--- src/rtl/ifetch_line_seq.sv ---
// Fetch line sequencer: requests 128-bit I-cache lines and drains them to decode as
// instruction pairs. Optional stall counter port enabled by IFETCH_SEQ_STALL_CNT_EN.
module ifetch_line_seq #(
  parameter int              PC_W     = 32,
  parameter logic [PC_W-1:0] RESET_PC = 32'h1c000000
) (
  input  logic              clk,
  input  logic              rstn,
  input  logic              flush,
  input  logic [PC_W-1:0]   flush_pc,
  output logic              req_valid,
  output logic [PC_W-1:0]   req_pc,
  input  logic              req_ready,
  input  logic              resp_valid,
  input  logic [127:0]      resp_line,
  output logic              out_valid,
  input  logic              out_ready,
  output logic [31:0]       out_inst0,
  output logic [31:0]       out_inst1,
  output logic [PC_W-1:0]   out_pc0,
  output logic [1:0]        out_mask
`ifdef IFETCH_SEQ_STALL_CNT_EN
  ,
  output logic [31:0]       stall_cnt
`endif
);

  localparam logic [2:0] S_IDLE  = 3'd0;
  localparam logic [2:0] S_REQ   = 3'd1;
  localparam logic [2:0] S_WAIT  = 3'd2;
  localparam logic [2:0] S_DRAIN = 3'd3;
  localparam logic [2:0] S_DROP  = 3'd4;

  localparam logic [PC_W-5:0] BASE_ONE = 1;

  logic [2:0]      r_state;
  logic [PC_W-1:0] r_fetch_pc;
  logic [127:0]    r_line;
  logic [PC_W-5:0] r_base;
  logic [1:0]      r_off;

  logic [2:0]      w_state_nxt;
  logic [PC_W-1:0] w_fetch_pc_nxt;
  logic [127:0]    w_line_nxt;
  logic [PC_W-5:0] w_base_nxt;
  logic [1:0]      w_off_nxt;
  logic            w_drain;
  logic            w_last_pair;

  function automatic logic [31:0] f_word(input logic [127:0] line, input logic [1:0] idx);
    logic [31:0] w;
    case (idx)
      2'd0:    w = line[31:0];
      2'd1:    w = line[63:32];
      2'd2:    w = line[95:64];
      default: w = line[127:96];
    endcase
    return w;
  endfunction

  assign w_drain     = (r_state == S_DRAIN);
  assign w_last_pair = r_off[1];

  always_comb begin
    w_state_nxt    = r_state;
    w_fetch_pc_nxt = r_fetch_pc;
    w_line_nxt     = r_line;
    w_base_nxt     = r_base;
    w_off_nxt      = r_off;
    if (flush) begin
      // Leaving DRAIN is what invalidates the buffered line; its data is simply ignored.
      w_fetch_pc_nxt = flush_pc;
      case (r_state)
        S_WAIT:  w_state_nxt = resp_valid ? S_REQ : S_DROP;
        S_REQ:   w_state_nxt = req_ready  ? S_DROP : S_REQ;
        // Stay in DROP for the owed response, unless it lands in this very cycle.
        S_DROP:  w_state_nxt = resp_valid ? S_REQ : S_DROP;
        default: w_state_nxt = S_REQ;
      endcase
    end else begin
      case (r_state)
        S_IDLE: w_state_nxt = S_REQ;
        S_REQ: begin
          if (req_ready) w_state_nxt = S_WAIT;
        end
        S_WAIT: begin
          if (resp_valid) begin
            w_line_nxt  = resp_line;
            w_base_nxt  = r_fetch_pc[PC_W-1:4];
            w_off_nxt   = r_fetch_pc[3:2];
            w_state_nxt = S_DRAIN;
          end
        end
        S_DRAIN: begin
          if (out_ready) begin
            if (w_last_pair) begin
              w_fetch_pc_nxt = {r_base + BASE_ONE, 4'b0000};
              w_state_nxt    = S_REQ;
            end else begin
              w_off_nxt = r_off + 2'd2;
            end
          end
        end
        S_DROP: begin
          if (resp_valid) w_state_nxt = S_REQ;
        end
        default: w_state_nxt = S_IDLE;
      endcase
    end
  end

  always_ff @(posedge clk or negedge rstn) begin
    if (!rstn) begin
      r_state    <= S_IDLE;
      r_fetch_pc <= RESET_PC;
      r_line     <= '0;
      r_base     <= '0;
      r_off      <= '0;
    end else begin
      r_state    <= w_state_nxt;
      r_fetch_pc <= w_fetch_pc_nxt;
      r_line     <= w_line_nxt;
      r_base     <= w_base_nxt;
      r_off      <= w_off_nxt;
    end
  end

  // Decode-facing outputs are forced to zero outside DRAIN so stale data never leaks.
  always_comb begin
    req_valid = (r_state == S_REQ);
    req_pc    = (r_state == S_REQ) ? r_fetch_pc : '0;
    out_valid = w_drain;
    out_inst0 = '0;
    out_inst1 = '0;
    out_pc0   = '0;
    out_mask  = 2'b00;
    if (w_drain) begin
      out_inst0 = f_word(r_line, r_off);
      out_pc0   = {r_base, r_off, 2'b00};
      if (r_off == 2'd3) begin
        out_mask = 2'b01;
      end else begin
        out_inst1 = f_word(r_line, r_off + 2'd1);
        out_mask  = 2'b11;
      end
    end
  end

`ifdef IFETCH_SEQ_STALL_CNT_EN
  function automatic logic [31:0] f_sat_inc(input logic [31:0] cnt);
    return (cnt == 32'hffffffff) ? cnt : cnt + 32'd1;
  endfunction

  logic [31:0] r_stall_cnt;
  logic        w_starved;

  assign w_starved = (r_state == S_REQ) || (r_state == S_WAIT) || (r_state == S_DROP);

  always_ff @(posedge clk or negedge rstn) begin
    if (!rstn) begin
      r_stall_cnt <= '0;
    end else if (w_starved) begin
      r_stall_cnt <= f_sat_inc(r_stall_cnt);
    end
  end

  assign stall_cnt = r_stall_cnt;
`endif

endmodule

--- config.mk ---
export PLATFORM = sky130hd
export DESIGN_NAME = ifetch_line_seq
export DESIGN_NICKNAME = d
export VERILOG_FILES = /design/src/rtl/ifetch_line_seq.sv
export SDC_FILE = /design/constraint.sdc
export NUM_CORES = 1
export LEC_CHECK = 0
export ABC_CLOCK_PERIOD_IN_PS = 4700
export CORE_ASPECT_RATIO = 1.1
export CORE_MARGIN = 2
export CORE_UTILIZATION = 52
export DETAILED_ROUTE_END_ITERATION = 8
export PLACE_DENSITY = 0.87
export SYNTH_ARGS = -nofsm -noshare
export SYNTH_HDL_FRONTEND = slang
export SYNTH_SLANG_ARGS = --single-unit
--- constraint.sdc ---
create_clock -name clk -period 4.7 [get_ports clk]
set_input_delay 0.705 -clock clk [delete_from_list [all_inputs] [get_ports clk]]
set_output_delay 0.705 -clock clk [all_outputs]
set_load 0.02 [all_outputs]
==> flow_summary.toml <==
[sta]
rsz0062_at_grt = "false"
layout_min_cycle_time_ns = 3.73
finalSetupViolations = 0
worst_pin_slew_ns = 0.968
max_freq_ghz = 0.268
whs_ns = 0.377
setup_tns_ns = 0
slew-limit-headroom = 0.354
hold_viol_final = 0
finClkSkew_ns = 0.0138
period_share = 0.793
slew_violations = 0

[clocking]
hold_buffers = 0
cts_buffer_depth = 2
clock_latency_ns = 0.43
cts_setup_buffers = 0
clk_pin_slew_ns = 0.07
cts-resized-gates = 0
cts_tree = "done"
cts_buffers = 17
clkSinkCount = 193
cts_max_level = 4
cts_root_buf = "clkbuf_16"

[placed_design]
post-dp-hpwl_um = 19300
port_buffers = 295
place_area_um2 = 13000
globalplace.congestion = 0.867
dp.cells = 1389

[power]
p_leak_nw = 5.81
power_switching_w = 0.00258
netSwitchingFraction = 0.372
powerDensity_nw_per_um2 = 510
internal_power_w = 0.00435
clkPwrFrac = 0.201
ir_worst_vdd_mv = 0.362
seq_power_share = 0.436
p_comb_frac = 0.363

[die]
die_y_um = 149
dieArea_um2 = 20300
fp.coreArea_um2 = 19000
die_x_um = 136
io_pins = 298
rows = 53
initial_utilization = 0.526

[global_route]
grt_pass1_vias = 8283
grt_max_degree = 158
overflow = 0
grt_pass1_wl_um = 43100
grt.total_usage = 0.274
antenna_found_initial = 0

[synthesis]
netlist_area_um2 = 9980
ys_seq_elements = 193
seq_area_frac_synth = 0.484
ys_types = 50
syn_avg_cell_area_um2 = 11.0
syn_inst = 909
synth_warnings = 0

[detailed_routing]
drt_iter0_drc = 376
viasPerCell = 5.70
ant_nets = 0
first_pass_iters = 4
routedWlPerCell_um = 19.4
drcViolationCount = 0
routed_wl_um = 27500
vias = 8100

[setup_path]
cp-end-kind = "output pin"
critical_path_class = "reg2out"
critical_path_required_ns = 3.99
crit_path_max_fanout = 74
worstSetupStartpointType = "register"
arrival_ns = 3.02

[finish]
layout_common_cells = "clkdlybuf4s50_1, dfrtp_1, mux2_1, nor2_1, a211oi_1"
mostFrequentLayoutCell = "clkdlybuf4s50_1"
design_area_um2 = 13600
drive_gt1_frac = 0.0776
multi_input_area_um2 = 4810
area_delta_synth_final_pct = 36.1
finalNonFillerCells = 1420
seqCellArea_um2 = 4840
fin_nets = 1328
fillers = 1398

[flow_run]
drv_cap = 0

[hold_path]
hold_path.class = "in2async"

[outcome]
status = "finished clean"
worst max-delay path, stage by stage (launching register included):
cell and delay (ns):
dfrtp_4 0.91, nor2b_2 0.26, buf_4 0.39, a21oi_1 0.15, nor2_1 0.17, clkdlybuf4s50_1 0.63
sequential cells by signal, summed over array words and instances (netlist names):
name	flops
r_off	2
r_line	128
r_fetch_pc	32
r_base	28
r_state	3
kinds of logic after synthesis:
logic type | synth area share
flops | 0.484
fa+ha+maj | 0.00125
simple gates | 0.137
other cells | 0.000376
buf+inv | 0.0345
compound gates | 0.103
xor+xnor | 0.0219
mux | 0.218
routing by layer:
layer | up-vias | part of all wire | GRT usage
li1 | 3707 | - | -
met1 | 3985 | 0.39 | 0.330
met3 | 57 | 0.087 | 0.0843
met5 | - | 0 | 0
met2 | 351 | 0.49 | 0.456
met4 | 0 | 0.034 | 0.110
cells in the mapped netlist, drive strengths merged:
| library cell | instances | area, µm² |
|---|---|---|
| o31ai | 2 | 15.0 |
| mux2 | 159 | 1790 |
| ha | 1 | 12.5 |
| or4 | 1 | 11.3 |
| a211oi | 64 | 480 |
| conb | 1 | 3.75 |
| or2 | 1 | 6.26 |
| nor2b | 34 | 213 |
| nor4 | 8 | 87.6 |
| o22ai | 1 | 6.26 |
| a221oi | 1 | 8.76 |
| and2 | 59 | 369 |
| clkbuf | 41 | 154 |
| xor2 | 9 | 78.8 |
| nand3b | 2 | 15.0 |
| inv | 5 | 18.8 |
| and4 | 2 | 17.5 |
| o31a | 1 | 8.76 |
| mux2i | 38 | 380 |
| nand3 | 14 | 70.1 |
| o21a | 1 | 7.51 |
| a22o | 4 | 35.0 |
| nor2 | 86 | 325 |
| nand2b | 4 | 25.0 |
| nand4b | 1 | 8.76 |
| o21ai | 27 | 135 |
| o221ai | 1 | 8.76 |
| xnor2 | 16 | 140 |
| a31oi | 1 | 6.26 |
| nor3b | 3 | 22.5 |
| a21oi | 40 | 200 |
| and3 | 2 | 12.5 |
| dfstp | 3 | 78.8 |
| nor4b | 1 | 15.0 |
| a22oi | 16 | 120 |
| dfrtp | 190 | 4750 |
| nand2 | 23 | 86.3 |
| nand4 | 6 | 43.8 |
| buf | 34 | 171 |
| nor3 | 6 | 35.0 |
stage by stage:
stage / setup slack, ns / utilization / power, W
2_1_floorplan: 1.98 / - / 0.00453
3_3_place_gp: 1.50 / 0.687 / 0.00542
3_5_place_dp: 1.48 / 0.687 / 0.00554
4_1_cts: 1.02 / 0.716 / 0.00696
5_1_grt: 0.871 / 0.716 / 0.00736
6_report: 0.973 / 0.716 / 0.00693
path summary, 6_finish.rpt:
check	startpoint	end	slack (ns)	cells past startpoint
worst max-delay path	r_off[0]$_DFFE_PN0P_	out_inst1[29]	0.97	5
max in group asynchronous	rstn	r_line[63]$_DFFE_PN0P_	3.10	2
min in group clk	r_line[4]$_DFFE_PN0P_	r_line[4]$_DFFE_PN0P_	0.48	1
worst min register to register	r_line[4]$_DFFE_PN0P_	r_line[4]$_DFFE_PN0P_	0.48	1
worst min-delay path	rstn	r_line[58]$_DFFE_PN0P_	0.38	1
worst max register to register	r_state[1]$_DFFE_PN0P_	r_fetch_pc[13]$_DFFE_PN0P_	1.65	6
power groups by stage:
stage | registers, W | clock network [W] | logic [W]
after floorplan | 0.00265 | 0 | 0.00188
after CTS | 0.00301 | 0.00142 | 0.00253
after detailed placement | 0.00304 | 0 | 0.00250
after global routing | 0.00312 | 0.00149 | 0.00275
final | 0.00302 | 0.00139 | 0.00252
after global placement | 0.00300 | 0 | 0.00241
cell type report:
class,count,area share
Inverter,5,0.00138
Antenna cell,1,0.000184
Clock inverter,12,0.00912
Tap cell,247,0.0227
Sequential cell,193,0.356
Clock buffer,18,0.0316
Multi-Input combinational cell,637,0.354
Timing Repair Buffer,307,0.225
Note: power is estimated with default switching activity, not from simulation.
